<file path="src/rtl/seq_detect_pkg.sv">
// Shared types and default constants for the programmable serial pattern detector.
package seq_detect_pkg;

  localparam int          MAX_LEN_DEF         = 8;
  localparam int          CNT_W_DEF           = 16;
  localparam logic [7:0]  DEFAULT_PATTERN_DEF = 8'h0B;
  localparam int          DEFAULT_LEN_DEF     = 4;

  typedef enum logic {
    FILL  = 1'b0,
    ARMED = 1'b1
  } state_e;

endpackage

</file>
<file path="src/rtl/seq_match_counter.sv">
// Saturating event counter with synchronous clear; a clear coinciding with an
// increment leaves the counter at one so that event is not lost.
module seq_match_counter #(
  parameter int CNT_W = 16
) (
  input  logic             clk,
  input  logic             reset,
  input  logic             inc,
  input  logic             clr,
  output logic [CNT_W-1:0] count
);

  logic [CNT_W-1:0] cnt_q, cnt_d;

  always_comb begin
    cnt_d = cnt_q;
    if (clr) begin
      cnt_d = inc ? CNT_W'(1) : '0;
    end else if (inc && (cnt_q != '1)) begin
      cnt_d = cnt_q + CNT_W'(1);
    end
  end

  always_ff @(posedge clk or posedge reset) begin
    if (reset) cnt_q <= '0;
    else       cnt_q <= cnt_d;
  end

  assign count = cnt_q;

endmodule

</file>
<file path="src/rtl/seq_detect_prog.sv">
// Runtime-programmable serial pattern detector: compares the newest len bits of
// the accepted stream against a programmed pattern, with optional overlap.
module seq_detect_prog
  import seq_detect_pkg::*;
#(
  parameter int                 MAX_LEN         = MAX_LEN_DEF,
  parameter int                 LEN_W           = $clog2(MAX_LEN + 1),
  parameter int                 CNT_W           = CNT_W_DEF,
  parameter logic [MAX_LEN-1:0] DEFAULT_PATTERN = MAX_LEN'(DEFAULT_PATTERN_DEF),
  parameter int                 DEFAULT_LEN     = DEFAULT_LEN_DEF
) (
  input  logic               clk,
  input  logic               reset,
  input  logic               en,
  input  logic               inp_valid,
  input  logic               inp_bit,
  input  logic               cfg_we,
  input  logic [MAX_LEN-1:0] cfg_pattern,
  input  logic [LEN_W-1:0]   cfg_len,
  input  logic               cfg_overlap,
  input  logic               count_clr,
  output logic               seq_seen,
  output logic [CNT_W-1:0]   match_count,
  output logic               cfg_err
);

  localparam state_e RESET_STATE = (DEFAULT_LEN == 1) ? ARMED : FILL;

  logic [MAX_LEN-1:0] pat_q, pat_d;
  logic [LEN_W-1:0]   len_q, len_d;
  logic               ovl_q, ovl_d;
  logic [MAX_LEN-1:0] hist_q, hist_d;
  logic [LEN_W-1:0]   fill_q, fill_d;
  state_e             state_q, state_d;
  logic               seen_q, seen_d;
  logic               err_q, err_d;

  logic               accept;
  logic               cfg_legal;
  logic               bits_eq;
  logic               match;
  logic [LEN_W-1:0]   len_m1;
  logic [LEN_W-1:0]   fill_inc;
  logic [MAX_LEN-1:0] len_mask;

  assign accept    = en && inp_valid;
  assign cfg_legal = (cfg_len != '0) && (int'(cfg_len) <= MAX_LEN);
  assign len_m1    = len_q - LEN_W'(1);
  assign fill_inc  = fill_q + LEN_W'(1);

  always_comb begin
    for (int i = 0; i < MAX_LEN; i++) begin
      len_mask[i] = (i < int'(len_q));
    end
  end

  // Candidate window is the history with the incoming bit appended; the extra
  // top history bit is masked off because it can never be part of a pattern.
  assign bits_eq = ((({hist_q, inp_bit} ^ {1'b0, pat_q}) & {1'b0, len_mask}) == '0);

  // NOTE: every signal assigned in this block gets a default first, so no
  // path through the if/case leaves one unassigned and no latch is inferred.
  always_comb begin
    pat_d   = pat_q;
    len_d   = len_q;
    ovl_d   = ovl_q;
    hist_d  = hist_q;
    fill_d  = fill_q;
    state_d = state_q;
    err_d   = err_q;
    match   = 1'b0;

    if (cfg_we) begin
      if (cfg_legal) begin
        pat_d   = cfg_pattern;
        len_d   = cfg_len;
        ovl_d   = cfg_overlap;
        hist_d  = '0;
        fill_d  = '0;
        state_d = (cfg_len == LEN_W'(1)) ? ARMED : FILL;
        err_d   = 1'b0;
      end else begin
        err_d   = 1'b1;
      end
    end else if (accept) begin
      hist_d = {hist_q[MAX_LEN-2:0], inp_bit};
      case (state_q)
        FILL: begin
          fill_d = fill_inc;
          if (fill_inc == len_m1) state_d = ARMED;
        end
        ARMED: begin
          match = bits_eq;
          if (fill_q != len_q) fill_d = fill_inc;
          // Non-overlapping mode restarts the fill; len=1 never leaves ARMED.
          if (match && !ovl_q) begin
            fill_d  = '0;
            state_d = (len_q == LEN_W'(1)) ? ARMED : FILL;
          end
        end
        default: state_d = FILL;
      endcase
    end

    seen_d = match;
  end

  // NOTE: sequential state uses non-blocking assignments so every register
  // samples the pre-edge values regardless of statement order.
  always_ff @(posedge clk or posedge reset) begin
    if (reset) begin
      pat_q   <= DEFAULT_PATTERN;
      len_q   <= LEN_W'(DEFAULT_LEN);
      ovl_q   <= 1'b1;
      hist_q  <= '0;
      fill_q  <= '0;
      state_q <= RESET_STATE;
      seen_q  <= 1'b0;
      err_q   <= 1'b0;
    end else begin
      pat_q   <= pat_d;
      len_q   <= len_d;
      ovl_q   <= ovl_d;
      hist_q  <= hist_d;
      fill_q  <= fill_d;
      state_q <= state_d;
      seen_q  <= seen_d;
      err_q   <= err_d;
    end
  end

  seq_match_counter #(
    .CNT_W (CNT_W)
  ) u_match_counter (
    .clk   (clk),
    .reset (reset),
    .inc   (match),
    .clr   (count_clr),
    .count (match_count)
  );

  assign seq_seen = seen_q;
  assign cfg_err  = err_q;

endmodule

</file>
<file path="config.mk">
export PLATFORM = sky130hd
export DESIGN_NAME = seq_detect_prog
export DESIGN_NICKNAME = d
export VERILOG_FILES = /design/src/rtl/seq_detect_pkg.sv /design/src/rtl/seq_match_counter.sv /design/src/rtl/seq_detect_prog.sv
export SDC_FILE = /design/constraint.sdc
export NUM_CORES = 1
export LEC_CHECK = 0
export ABC_CLOCK_PERIOD_IN_PS = 6500
export CAP_MARGIN = 15
export CORE_ASPECT_RATIO = 1.75
export CORE_MARGIN = 2
export CORE_UTILIZATION = 40
export CTS_CLUSTER_SIZE = 28
export DETAILED_ROUTE_END_ITERATION = 16
export DONT_BUFFER_PORTS = 1
export PLACE_DENSITY = 0.52
export SYNTH_ARGS = -nofsm -noshare
export SYNTH_HDL_FRONTEND = slang
export SYNTH_SLANG_ARGS = --single-unit
</file>
<file path="constraint.sdc">
create_clock -name clk -period 6.5 [get_ports clk]
set_input_delay 1.3 -clock clk [delete_from_list [all_inputs] [get_ports clk]]
set_output_delay 1.3 -clock clk [all_outputs]
set_load 0.01 [all_outputs]
</file>
# Word level (Yosys, flattened, before mapping)
# Cells that the tools add are included.
totals:
  word_cells: 67
  ff_bits: 44
  inputBits: 20
  output_inout_bits: 18
op_classes:
  muxes: 24
  n_lt_le_gt_ge: 9
  n_eq_ne: 7
  n_reduce_logical: 12
  n_bitwise: 3
  addsub: 3
op_table:
  columns: ["cell", "n"]
  rows:
  - ["two-way mux 16 bit", 2]
  - ["two-way mux 8 bit", 3]
  - ["two-way mux 4 bit", 5]
  - ["adder 16 x 1 -> 16 bit, second input constant", 1]
  - ["less-than comparator 3 x 4 -> 1 bit, first input constant", 4]
  - ["inequality test 16 bit, second input constant", 1]
  - ["two-way mux 1 bit", 12]
  - ["AND 9 x 8 -> 9 bit", 1]
  - ["zero test 9 bit", 1]
  - ["bitwise XOR 9 x 8 -> 9 bit", 1]
  - ["equality test 4 x 1 -> 1 bit, second input constant", 2]
  - ["less-than comparator 1 x 4 -> 1 bit, first input constant", 2]
  - ["less-than comparator 2 x 4 -> 1 bit, first input constant", 2]
  - ["case mux 4 bit (2 select lines)", 1]
  - ["adder 4 x 1 -> 4 bit, second input constant", 1]
  - ["equality test 4 bit", 1]
  - ["<= comparator 4 bit, second input constant", 1]
  - ["logical AND 1 bit", 4]
  - ["inequality test 4 x 2 -> 1 bit, second input constant", 1]
  - ["inequality test 4 bit", 1]
  - ["AND reduction 2 bit", 2]
  - ["nonzero test 2 bit", 2]
  - ["nonzero test 4 bit", 1]
  - ["subtractor 4 x 1 -> 4 bit, second input constant", 1]
  - ["5 further kinds", 5]

# Longest topological paths before layout
# Gate-level depths: netlist (run 1).
logic_depth:
  depth_word: 9
  mapped_depth: 9
  depth_no_buf: 8

# By module
# A second synthesis (run 1) with hierarchy kept.
hier_totals:
  hier_cells: 262
  area_unflattened_um2: 2537.4
modules_own_cells:
  columns: ["module", "cells_per_inst", "n_inst", "area_per_inst_um2"]
  rows:
  - ["seq_detect_prog", 166, 1, 1612.8]
  - ["seq_match_counter", 96, 1, 924.6]

# Worst setup path after synthesis (run 1)
# Ideal clock, no wire load.
synth_path:
  path_type: "input to register"
  from: "in cfg_we"
  to: "reg u_match_counter.cnt_q[13], in the netlist u_match_counter.count[13]"
  setup_slack_ns: 3.641
  t_arrival_ns: 2.781
  setup_time_ns: 0.078
  cell_stages: 8
  cell_sequence: "buf_6 > and3b_1 > buf_6 > nand2_2 > a221oi_4 > nand3_2 > or4_1 > a21oi_1"
synth_between:
  elab_chain_len: 3
synth_lines:
  columns: ["item", "line", "source"]
  rows:
  - ["start: declaration", "seq_detect_prog.sv:17", "input logic cfg_we,"]
  - ["two-way mux 1 bit", "seq_detect_prog.sv:73", "if (cfg_we) begin"]
  - ["logical AND 1 bit", "seq_match_counter.sv:19", "end else if (inc && (cnt_q != '1)) begin"]
  - ["nonzero test 2 bit (no source line)", null, null]
  - ["end signal: assignment", "seq_match_counter.sv:26", "else cnt_q <= cnt_d;"]
  - ["end: declaration", "seq_match_counter.sv:13", "logic [CNT_W-1:0] cnt_q, cnt_d;"]
# Every way passes these cells.
# A chain may end at the register's enable or synchronous reset.

# Final worst setup path (run 1)
layout_path:
  from: "in cfg_len[2]"
  to: "reg fill_q[3]"
layout_between:
  elab_chain_len: 4
  word_cells_on_any_way: 5
layout_lines:
  columns: ["item", "line", "source"]
  rows:
  - ["start: declaration", "seq_detect_prog.sv:19", "input logic [LEN_W-1:0] cfg_len,"]
  - ["<= comparator 4 bit or nonzero test 4 bit (tied branches)", "seq_detect_prog.sv:47", "assign cfg_legal = (cfg_len != '0) && (int'(cfg_len) <= MAX_LEN);"]
  - ["logical AND 1 bit *", "seq_detect_prog.sv:47", null]
  - ["inequality test 2 x 1 -> 1 bit (no source line) *", null, null]
  - ["AND reduction 3 bit (no source line) *", null, null]
  - ["end signal: assignment", "seq_detect_prog.sv:125", "fill_q <= fill_d;"]
  - ["end: declaration", "seq_detect_prog.sv:33", "logic [LEN_W-1:0] fill_q, fill_d;"]
# Every way passes the cells marked *; elsewhere a longest branch is shown, timed or not.

==> impl_metrics.tcl, run 1 <==
set metrics [dict create \
    grtUsageMet3 0.0399 \
    ir_drop_v 0.000151 \
    cts_htree_levels 2 \
    rsz0062_at_grt "no" \
    clk_pin_slew_ns 0.09 \
    hold_depth 2 \
    setup_viol 0 \
    yosysWarnings 0 \
    holdCritStartpoint "hist_q[6]$_DFFE_PP0P_" \
    synth-adder-area-share 0.0258 \
    hold_class "reg -> reg" \
    rows 37 \
    drive_above_1_share 0.121 \
    cts_buffers 5 \
    hold_viol_final 0 \
    grt_use_total 0.178 \
    cts_setup_buffers 0 \
    yosys.area_share.simple 0.223 \
    met2_usage 0.334 \
    grt.overflow.total 0 \
    cts_resized 0 \
    syn_inst 252 \
    end_kind "flop" \
    synth_ff_type "dfrtp_1" \
    vias 1862 \
    path_delay_family "simple AND/OR/NAND/NOR gates" \
    power.density_nw_per_um2 243 \
    netlist_area_um2 2430 \
    worst-path-max-fanout 14 \
    drtIter0Drc 71 \
    busiest_layer "met2" \
    grt_pass1_vias 1873 \
    whs_endpoint "hist_q[6]$_DFFE_PP0P_" \
    critPathBufInv 0 \
    fmax_mhz 315 \
    period_share 0.488 \
    dpl_cell_area_um2 2450 \
    syn_nets 277 \
    coreArea_um2 5880 \
    tightest_slew_ns 0.894 \
    synth_xor_area_frac 0.0649 \
    antenna_found_initial 0 \
    dieHeight_um 107 \
    final.min_clock_period_ns 3.17 \
    routabilityCongestion 0.754 \
    num-fill-cells 607 \
    outcome "complete, no violations" \
    routed_wl_um 5410 \
    drv_cap 0 \
    slew-limit-headroom 0.403 \
    skew_ns 0.00523 \
    r2r_setup_slack_ns 3.98 \
    ys_types 46 \
    final_antenna_net_count 0 \
    crit_chain "or3_1, mux2_2, nor2_1, nor3_1, mux2i_1, o22ai_1" \
    ios 38 \
    drtPass1Iterations 4 \
    cts.sinks 43 \
    rr_endpoint "u_match_counter.count[14]$_DFFE_PP0P_" \
    cts_max_path_buffers 2 \
    fin_tns_setup_ns 0 \
    synth_compound_area_frac 0.135 \
    crit_start "cfg_len[2]" \
    power.leakage_uw 0.000991 \
    nets 272 \
    synth_mux_area_frac 0.0582 \
    grt_pass1_wl_um 9360 \
    grt_max_degree 44 \
    drcViolationCount 0 \
    critPathLaunchType "primary input" \
    cp_slowest_cell "nor2_1" \
    vias_per_cell 5.71 \
    synthArstFlopShare 1.00 \
    maxSlewViolCount 0 \
    syn_avg_cell_area_um2 9.63 \
    cp.required_ns 6.67 \
    syn_to_final_growth_pct 4.43 \
    hold-worst-slack_ns 0.509 \
    port_buffers 0 \
    setup.worst_path.class "in -> reg" \
    dp_hpwl_um 3990 \
    antenna_cells 0 \
    cts-hold-fix-buffers 0 \
    fp.dieW_um 62.9 \
    cp.arrival_ns 3.34 \
    ctsRootBufferMaster "clkbuf_8" \
    r2r-start "len_q[1]$_DFFE_PP0P_" \
    synth_top_family_by_area "simple AND/OR/NAND/NOR gates" \
    slowest_delay_ns 0.72 \
    final_util 0.431 \
    ff2ff_path_depth 8 \
    routedWlPerCell_um 16.6 \
    cts_tree "built" \
    gr-usage-met1 0.193 \
    ys_seq_elements 43 \
    finish.instance_area_um2 2530 \
    dieArea_um2 6730 \
    clk-insertion-delay-late_ns 0.29 \
    initial_core_util 0.413 \
    synth_edf_count 0 \
    synth-seq-area-share 0.446 \
]
==> report_power, final <==
| part | switching [µW] | total (µW) | internal, µW |
|---|---|---|---|
| clock | 93.6 | 169 | 75.2 |
| combinational | 65.4 | 123 | 57.8 |
| sequential | 30.2 | 324 | 294 |
| total | 189 | 616 | 427 |
==> layer usage <==
metal	part of all wire	wire [µm]
met1	0.38	2070
met2	0.56	3040
met3	0.042	227
met4	0.015	79
met5	0	0
==> how the worst max path moves through the flow <==
stage                                            endpoint  slack, ns  cells past startpoint
floorplan           u_match_counter.count[13]$_DFFE_PP0P_       3.64                      8
detailed placement                  fill_q[3]$_DFFE_PP0P_       3.00                      6
global route                        fill_q[3]$_DFFE_PP0P_       3.20                      6
CTS                                 fill_q[3]$_DFFE_PP0P_       3.33                      6
finish                              fill_q[3]$_DFFE_PP0P_       3.33                      6
global placement                    fill_q[0]$_DFFE_PP0P_       3.08                      6
==> through the flow <==
step | cells | power [µW] | worst slack, ns
4_1_cts | 326 | 630 | 3.33
5_1_grt | 326 | 656 | 3.20
2_1_floorplan | 252 | 429 | 3.64
3_3_place_gp | 318 | 453 | 3.08
3_5_place_dp | 318 | 455 | 3.00
6_report | 326 | 616 | 3.33
==> registers in the layout (all words and copies together) (netlist names) <==
register               flops
ovl_q                      1
cfg_err                    1
hist_q                     7
len_q                      4
seq_seen                   1
fill_q                     4
pat_q                      8
u_match_counter.count     16
state_q                    1
==> cells by family after synthesis <==
| logic type | Yosys count |
|---|---|
| muxes | 13 |
| adders and majority gates | 5 |
| and+or+nand+nor | 98 |
| xor gates and xnor gates | 18 |
| buffers and inverters | 23 |
| DFF | 43 |
| AOI/OAI and AO/OA | 52 |
==> area by class of cell <==
type | count | area, µm² | area share
sequential | 43 | 1080 | 0.427
multi-input combinational | 186 | 1230 | 0.485
clock inverter | 2 | 12.5 | 0.00494
inverter | 11 | 41.3 | 0.0163
tap | 78 | 97.6 | 0.0385
clock buffer | 6 | 72.6 | 0.0286
==> cell usage after synthesis (all sizes together) (2+ instances only) <==
library cell  instances  area (µm²)
o31ai                 5        37.5
ha                    5        62.6
and2                  3        18.8
nor2                 12        45.0
dfstp                 5         131
or4                   6        45.0
nand2b                3        18.8
nor3                  7        46.3
a221oi                3        43.8
dfrtp                38         951
nand4                 8        50.1
clkbuf                4        15.0
xor2                  3        26.3
a21oi                17        85.1
or2                   2        12.5
o22ai                 4        25.0
xnor2                15         131
nand3                 8        45.0
a41oi                 2        17.5
buf                   8        60.1
mux2                  9         101
inv                  11        41.3
or3                   9        56.3
nand3b                7        52.6
nand2                28         108
o21ai                17        85.1
mux2i                 4        40.0
==> tightest hold or removal path: cells and delay by family (launching register included) <==
family           cells  cell delay [ns]
flip-flops           1             0.38
AND/OR/NAND/NOR      2             0.11
==> layout by cell type (no fill, tap or decap), types with 6 or more instances in the layout <==
cell type  instances
a21oi_1           17
or3_1              9
o21ai_0           15
nor3_1             6
or4_1              6
mux2_2             9
dfrtp_1           38
nand2_1           27
nand4_1            8
nor2_1            12
xnor2_1           15
inv_1              9
nand3_1            7
nand3b_1           7
No activity file was read; power rests on OpenSTA's default activity.
==> inputs of run 2 (changes only) <==
ABC_CLOCK_PERIOD_IN_PS = 2850   (was 6500)
PLACE_DENSITY = 0.54   (was 0.52)
clock period = 2.85 ns   (was 6.5 ns; I/O delays follow)
==> run 2 against run 1 <==
Compared with the run above:
- first-iteration DRC count grew 54%
- critical path depth grew 2
- clock power grew 130%
- power grew 130%
- global-route usage shrank 0.92 points
- combinational power grew 130%
- final area grew 1.2%
- sequential power grew 130%
- sequential cell count is the same
- core utilization grew 0.51 points
- die area is the same
- critical path type is now reg -> reg
- largest cell class unchanged
==> impl_metrics.tcl, run 2 (synthesis gave the netlist of run 1 again) <==
set metrics [dict create \
    dieHeight_um 107 \
    hold_viol_final 0 \
    initial_core_util 0.413 \
    tightest_slew_ns 0.574 \
    skew_ns 0.0104 \
    maxSlewViolCount 0 \
    period_share 0.857 \
    clk-insertion-delay-late_ns 0.30 \
    cts_max_path_buffers 2 \
    cts_buffers 5 \
    routed_wl_um 5210 \
    rows 37 \
    rsz0062_at_grt "no" \
    drive_above_1_share 0.131 \
    antenna_found_initial 0 \
    routedWlPerCell_um 15.8 \
    grt_pass1_wl_um 8910 \
    vias_per_cell 5.56 \
    cp.arrival_ns 2.67 \
    slew-limit-headroom 0.617 \
    port_buffers 0 \
    ios 38 \
    largest_reg_flops 16 \
    grt.overflow.total 0 \
    cts.sinks 43 \
    cts_htree_levels 2 \
    critPathLaunchType "flop" \
    syn_to_final_growth_pct 5.67 \
    num-fill-cells 602 \
    end_kind "flop" \
    hold_class "in -> async" \
    final.min_clock_period_ns 2.44 \
    grt_use_total 0.168 \
    cts-hold-fix-buffers 0 \
    outcome "complete, no violations" \
    dp_hpwl_um 3830 \
    fp.dieW_um 62.9 \
    fmax_mhz 409 \
    dieArea_um2 6730 \
    drtPass1Iterations 4 \
    final_util 0.436 \
    worst-path-max-fanout 12 \
    ctsRootBufferMaster "clkbuf_8" \
    grt_max_degree 44 \
    nets 276 \
    seq_area_um2 1080 \
    power.leakage_uw 0.00101 \
    cts_resized 0 \
    vias 1836 \
    cp.required_ns 3.08 \
    routabilityCongestion 0.793 \
    multi_input_area_um2 1230 \
    mostFrequentLayoutCell "dfrtp_1" \
    clk_pin_slew_ns 0.09 \
    power.density_nw_per_um2 552 \
    setup.worst_path.class "reg -> reg" \
    final_antenna_net_count 0 \
    antenna_cells 0 \
    setup_viol 0 \
    coreArea_um2 5880 \
    cts_setup_buffers 0 \
    drcViolationCount 0 \
    drv_cap 0 \
    grt_pass1_vias 1851 \
    cts_tree "built" \
    final_cell_mix "38 x dfrtp_1, 27 x nand2_1, 17 x a21oi_1" \
    ir_drop_v 0.000441 \
    fin_tns_setup_ns 0 \
    drtIter0Drc 109 \
]
## run 2: worst max-delay path, cell delays in order, from the launching register on
cell and delay (ns):
dfrtp_1 0.44, inv_1 0.12, ha_1 0.17, nor3b_2 0.15, o21ai_1 0.12, a221oi_4 0.34
nand4_1 0.42, or3_1 0.48, a21oi_1 0.15
## run 2: metrics by stage
step	hold WS [ns]	total power (µW)	cells	instance area [µm²]	worst slack, ns
after floorplan	0.460	979	252	2430	0.721
after global placement	0.474	1040	322	2480	0.448
after detailed placement	0.488	1050	322	2480	0.418
after CTS	0.308	1440	330	2560	0.399
after global routing	0.301	1510	330	2560	0.132
final	0.290	1420	330	2560	0.406
## run 2: final timing paths
check	end	cells past startpoint	slack [ns]	startpoint
min	u_match_counter.count[14]$_DFFE_PP0P_	2	0.29	reset
max in group asynchronous	ovl_q$_DFFE_PP1P_	2	2.16	reset
min in group clk	u_match_counter.count[12]$_DFFE_PP0P_	1	0.32	count_clr
min reg2reg	hist_q[6]$_DFFE_PP0P_	2	0.51	hist_q[6]$_DFFE_PP0P_
max	u_match_counter.count[14]$_DFFE_PP0P_	8	0.41	len_q[1]$_DFFE_PP0P_
max reg2reg	u_match_counter.count[14]$_DFFE_PP0P_	8	0.41	len_q[1]$_DFFE_PP0P_
## run 2: layout make-up
cell class	count	area share
multi-input cells	186	0.479
clock buffers	6	0.0283
clock inverters	2	0.00488
inverters	11	0.0161
well taps	78	0.0380
repair buffers	4	0.0117
flip-flops and latches	43	0.422
## run 2: routing by layer
| layer | vias to the layer above | wire (µm) | share of wire | GRT usage |
|---|---|---|---|---|
| met5 | - | 0 | 0 | 0 |
| met4 | 0 | 102 | 0.020 | 0.0698 |
| met2 | 48 | 2800 | 0.54 | 0.310 |
| met3 | 8 | 261 | 0.050 | 0.0409 |
| met1 | 887 | 2050 | 0.39 | 0.180 |
| li1 | 893 | - | - | - |
## run 2: power by group
group / internal [µW] / switching [µW]
clock: 172 / 214
combinational: 140 / 148
sequential: 670 / 70.6
==> edit 1, RTL diff (config.mk and constraints of run 2) <==
The output `seq_seen` loses its register stage (`seen_q` becomes a continuous assignment).
--- a/src/rtl/seq_detect_prog.sv
+++ b/src/rtl/seq_detect_prog.sv
@@ -116,5 +116,4 @@
       fill_q  <= '0;
       state_q <= RESET_STATE;
-      seen_q  <= 1'b0;
       err_q   <= 1'b0;
     end else begin
@@ -125,8 +124,9 @@
       fill_q  <= fill_d;
       state_q <= state_d;
-      seen_q  <= seen_d;
       err_q   <= err_d;
     end
   end
+
+  assign seen_q = seen_d;
 
   seq_match_counter #(
Behaviour: not the same (a bounded check fails within 4 cycles, from zero or initial values and one cycle with reset high).
==> edit 1 against run 2 <==
- synthesized cell count is the same
- critical path depth shrank 1
- register-to-register slack lost 0.08 ns
- sequential cell count shrank 1
- area after synthesis shrank 0.10%
- final area grew 0.98%
- combinational power grew 17%
- worst setup slack lost 0.23 ns
- critical endpoint is now seq_seen
- via count grew 0.16%
- routed wire length grew 3.5%
- cell count grew 0.91%
- clock power shrank 5%
- total power grew 2.5%
==> edit 1: results (changes against run 2) <==
| Metric | Value |
|---|---|
| Status | completed |
| Xor/xnor cell area share of the yosys netlist | 0.0650 (+0.0000670) |
| Placer Congestion | 0.779 (-1.8%) |
| Top Layer Used | met4 |
| Met1 WL | 1930 µm (-5.5%) |
| DR vias | 1839 (+0.16%) |
| Synth top area cells | dfrtp_1 38%, dfstp_2 5.4%, mux2_2 5.1%, nand2_1 4.5%, o21ai_0 4.1% |
| Layout cells sized above 1 | 0.129 (-0.00154) |
| Met3 Use GR | 0.0336 (-0.00735) |
| M2 GR Usage | 0.353 (+0.0433) |
| Max-slew headroom | 0.618 (about the same) |
| Routed length on met2 | 3080 µm (+10%) |
| Met1 usage | 0.158 (-0.0223) |
| Critical Path Fanout Max | 18 (+6) |
| Most frequent cells after synthesis | 37 x dfrtp_1, 29 x nand2_1, 20 x o21ai_0 |
| CP Data Arrival Time | 2.11 ns (-0.56 ns) |
| Synth cell types | 49 (+6.5%) |
| Leakage power | 1.01 nW (+0.12%) |
| GR Util All Layers | 0.173 (+0.00450) |
| 1st-pass router iterations | 4 (unchanged) |
| Place WS | 0.302 ns (-0.116 ns) |
| Vias in the first global route | 1883 (+1.7%) |
| Seq/Total Area, Yosys | 0.436 (-0.00986) |
| First-pass GRT wire length | 9030 µm (+1.4%) |
| Pin count of the biggest net entering global routing | 43 (-2.3%) |
| Synth Area in Compound Gates | 0.169 (+0.0342) |
| Peak VDD IR | 0.000425 V (-3.4%) |
| Syn Area/Cell | 9.62 µm² (-0.10%) |
| Post-DP HPWL | 4060 µm (+5.9%) |
| DR WL/cell | 16.2 µm (+2.6%) |
| Initial detailed-routing violation count | 70 (-36%) |
| Post-synthesis mux area share | 0.0614 (+0.00316) |
| Via density | 5.52 (-0.74%) |
| Met3 wire length | 222 µm (-15%) |
| Setup Skew | 0.0109 ns (+0.000498 ns) |
| Placed inst area | 0.00249 mm² (+0.55%) |
| Cell count after placement | 325 (+0.93%) |
==> edit 1: worst max-delay path, stage by stage, from the launching register on <==
cell and delay [ns]:
dfrtp_1 0.45, inv_1 0.11, ha_1 0.13, or3b_4 0.37
a21o_1 0.21, nand2_1 0.15, nand3_4 0.19, inv_1 0.21
==> edit 1: worst paths after layout <==
kind / from / end / slack (ns)
max reg2reg: len_q[1]$_DFFE_PP0P_ / fill_q[2]$_DFFE_PP0P_ / 0.33
min in group clk: count_clr / u_match_counter.count[9]$_DFFE_PP0P_ / 0.33
min: reset / u_match_counter.count[0]$_DFFE_PP0P_ / 0.29
max in group asynchronous: reset / pat_q[3]$_DFFE_PP1P_ / 2.17
max: len_q[1]$_DFFE_PP0P_ / seq_seen / 0.17
min reg2reg: hist_q[6]$_DFFE_PP0P_ / hist_q[6]$_DFFE_PP0P_ / 0.52
==> edit 1: power by group <==
part / total [mW] / switching [mW] / internal, mW
Combinational: 0.339 / 0.176 / 0.163
Clock: 0.367 / 0.192 / 0.174
Sequential: 0.745 / 0.0779 / 0.667
Total: 1.45 / 0.447 / 1.00
==> edit 1: kinds of logic after synthesis <==
group	after synthesis
adder cells (fa/ha/maj)	5
XOR/XNOR	18
multiplexers	13
flip-flops	42
buffers and inverters	24
AND/OR/NAND/NOR	90
AO/OA/AOI/OAI	60
==> edit 1: cell type report <==
| type | instances | area (µm²) |
|---|---|---|
| Clock buffer | 8 | 80.1 |
| Fill cell | 599 | 3290 |
| Inverter | 17 | 63.8 |
| Multi-Input combinational cell | 186 | 1280 |
| Sequential cell | 42 | 1060 |
| Tap cell | 78 | 97.6 |
| Timing Repair Buffer | 2 | 15.0 |
==> edit 1: repair_timing <==
action	in CTS	in global routing
hold endpoints to repair	0	0
endpoints found under the setup margin	1	1
hold buffers	0	0
gates resized for setup	1	1
==> edit 2, RTL diff (flow settings as in run 2) <==
Without the edit above. Change the package constant `MAX_LEN_DEF` from 8 to 4.
--- a/src/rtl/seq_detect_pkg.sv
+++ b/src/rtl/seq_detect_pkg.sv
@@ -2,5 +2,5 @@
 package seq_detect_pkg;
 
-  localparam int          MAX_LEN_DEF         = 8;
+  localparam int          MAX_LEN_DEF         = 4;
   localparam int          CNT_W_DEF           = 16;
   localparam logic [7:0]  DEFAULT_PATTERN_DEF = 8'h0B;
Interface: changed (resized cfg_len and cfg_pattern); port bits go from 38 to 33. No check against the original RTL was run, so the function may have changed too.
==> edit 2 against run 2 <==
- non-clock buffer count shrank 1
- maximum frequency grew 2.6%
- area after synthesis shrank 19%
- worst setup slack gained 0.062 ns
- routed wire length shrank 6.8%
- synthesized cell count shrank 18%
- sequential power shrank 22%
- final area shrank 18%
- sequential cell count shrank 10
- total power shrank 17%
- critical path depth is the same
- largest power group unchanged
==> edit 2: results (changes against run 2) <==
| Metric | Value |
|---|---|
| Asr flop ratio synth | 1.00 (unchanged) |
| Total internal power | 831 µW (-15%) |
| Initial detailed-routing violation count | 33 (-70%) |
| CP peak stage delay | 0.53 ns (+0.05 ns) |
| Cell count after placement | 255 (-21%) |
| 1st-pass router iterations | 4 (unchanged) |
| Max H-tree Level | 2 (unchanged) |
| Max-slew headroom | 0.436 (-0.181) |
| Antenna fix cells | 0 (unchanged) |
| Initial antenna violation count | 0 (unchanged) |
| Leakage power | 0.815 nW (-19%) |
| Layout area overhead | 7.16% |
| Most frequent cells after synthesis | 28 x dfrtp_1, 13 x a21oi_1, 13 x nand2_1 |
| Seq/Total Area, Yosys | 0.425 (-0.0207) |
| Yosys warnings | 0 (unchanged) |
| Final wirelength | 4850 µm (-6.8%) |
| Post-Syn Instances | 207 (-18%) |
| Final Hold Viols | 0 (unchanged) |
| Kind of cell adding the most delay to the critical path | simple AND/OR/NAND/NOR gates |
| Via density | 6.24 (+12%) |
| Synth cell types | 50 (+8.7%) |
| Place WS | 0.519 ns (+0.102 ns) |
| DR WL/cell | 18.5 µm (+17%) |
| GR Util All Layers | 0.188 (+0.0196) |
| Critical Path Fanout Max | 14 (+2) |
| Layout cells sized above 1 | 0.0900 (-0.0409) |
| Max FFs per register | 16 (unchanged) |
| Post-CTS Setup Bufs | 0 (unchanged) |
| CTS buffer count | 5 (unchanged) |
| Pin count of the biggest net entering global routing | 22 (-50%) |
| Fillers | 475 (-21%) |
| Nets | 229 (-17%) |
| Post_cts resized | 0 (unchanged) |
| IO Port Bufs | 0 (unchanged) |
| First-pass GRT wire length | 7890 µm (-11%) |
| Setup Skew | 0.0133 ns (+0.00288 ns) |
| Max stage delay cell, worst path | or4_1 |
| Reg clk slew, reported paths | 0.08 ns |
| Placed inst area | 0.00200 mm² (-19%) |
| Vias in the first global route | 1696 (-8.4%) |
| Placer Congestion | 0.909 (+15%) |
| Post-DP HPWL | 3770 µm (-1.5%) |
| Final setup fails | 0 (unchanged) |
| Peak VDD IR | 0.000394 V (-11%) |
| Synth top area cells | dfrtp_1 36%, dfstp_2 6.7%, mux2_1 4.6%, a21oi_1 3.3%, nand3_1 2.8% |
| Status | completed |
| Max clock buf depth | 2 (unchanged) |
| CP Data Arrival Time | 2.60 ns (-0.07 ns) |
| Root buffer cell | clkbuf_8 |
[edit 2: area by class of cell]
class,count,share of cell area
clock buffer,7,0.0412
clock inverter,1,0.00358
inverter,14,0.0251
multi-input combinational,153,0.492
sequential,33,0.397
tap,52,0.0310
timing repair buffer,3,0.0107
[edit 2: logic make-up after synthesis]
| kind of cell | synth area share |
|---|---|
| adders and majority gates | 0.0256 |
| muxes | 0.0563 |
| xor gates and xnor gates | 0.0492 |
| DFF | 0.425 |
| AOI/OAI and AO/OA | 0.190 |
| buffers and inverters | 0.0479 |
| and+or+nand+nor | 0.206 |
[edit 2: power by group through the flow]
| stage | combinational (mW) | clock [mW] | sequential [mW] |
|---|---|---|---|
| global route | 0.265 | 0.394 | 0.587 |
| floorplan | 0.204 | 0 | 0.569 |
| global placement | 0.229 | 0 | 0.587 |
| finish | 0.233 | 0.364 | 0.581 |
| CTS | 0.236 | 0.378 | 0.580 |
| detailed placement | 0.235 | 0 | 0.589 |
[edit 2: per-layer routing]
| layer | track usage | vias to the layer above | routed length [µm] |
|---|---|---|---|
| met2 | 0.371 | 43 | 2840 |
| met1 | 0.184 | 813 | 1680 |
| met5 | 0 | - | 0 |
| met4 | 0.0891 | 0 | 142 |
| li1 | - | 772 | - |
| met3 | 0.0346 | 12 | 191 |
[edit 2: worst paths after layout]
| path | endpoint | start | slack [ns] | cells after the start |
|---|---|---|---|---|
| max in group asynchronous | u_match_counter.count[4]$_DFFE_PP0P_ | reset | 1.81 | 2 |
| min in group clk | u_match_counter.count[13]$_DFFE_PP0P_ | count_clr | 0.34 | 1 |
| worst min-delay path | u_match_counter.count[14]$_DFFE_PP0P_ | reset | 0.34 | 1 |
| worst min register to register | hist_q[2]$_DFFE_PP0P_ | hist_q[2]$_DFFE_PP0P_ | 0.53 | 2 |
| worst max register to register | u_match_counter.count[11]$_DFFE_PP0P_ | len_q[1]$_DFFE_PP0P_ | 0.47 | 8 |
| worst max-delay path | u_match_counter.count[11]$_DFFE_PP0P_ | len_q[1]$_DFFE_PP0P_ | 0.47 | 8 |
[edit 2: worst reg2reg max path, stage by stage, from the launching register on]
cell	delay [ns]
dfrtp_1	0.44
inv_1	0.13
ha_1	0.14
nor2b_1	0.21
o21ai_1	0.16
a21o_1	0.31
buf_4	0.23
or4_1	0.53
a21oi_1	0.16
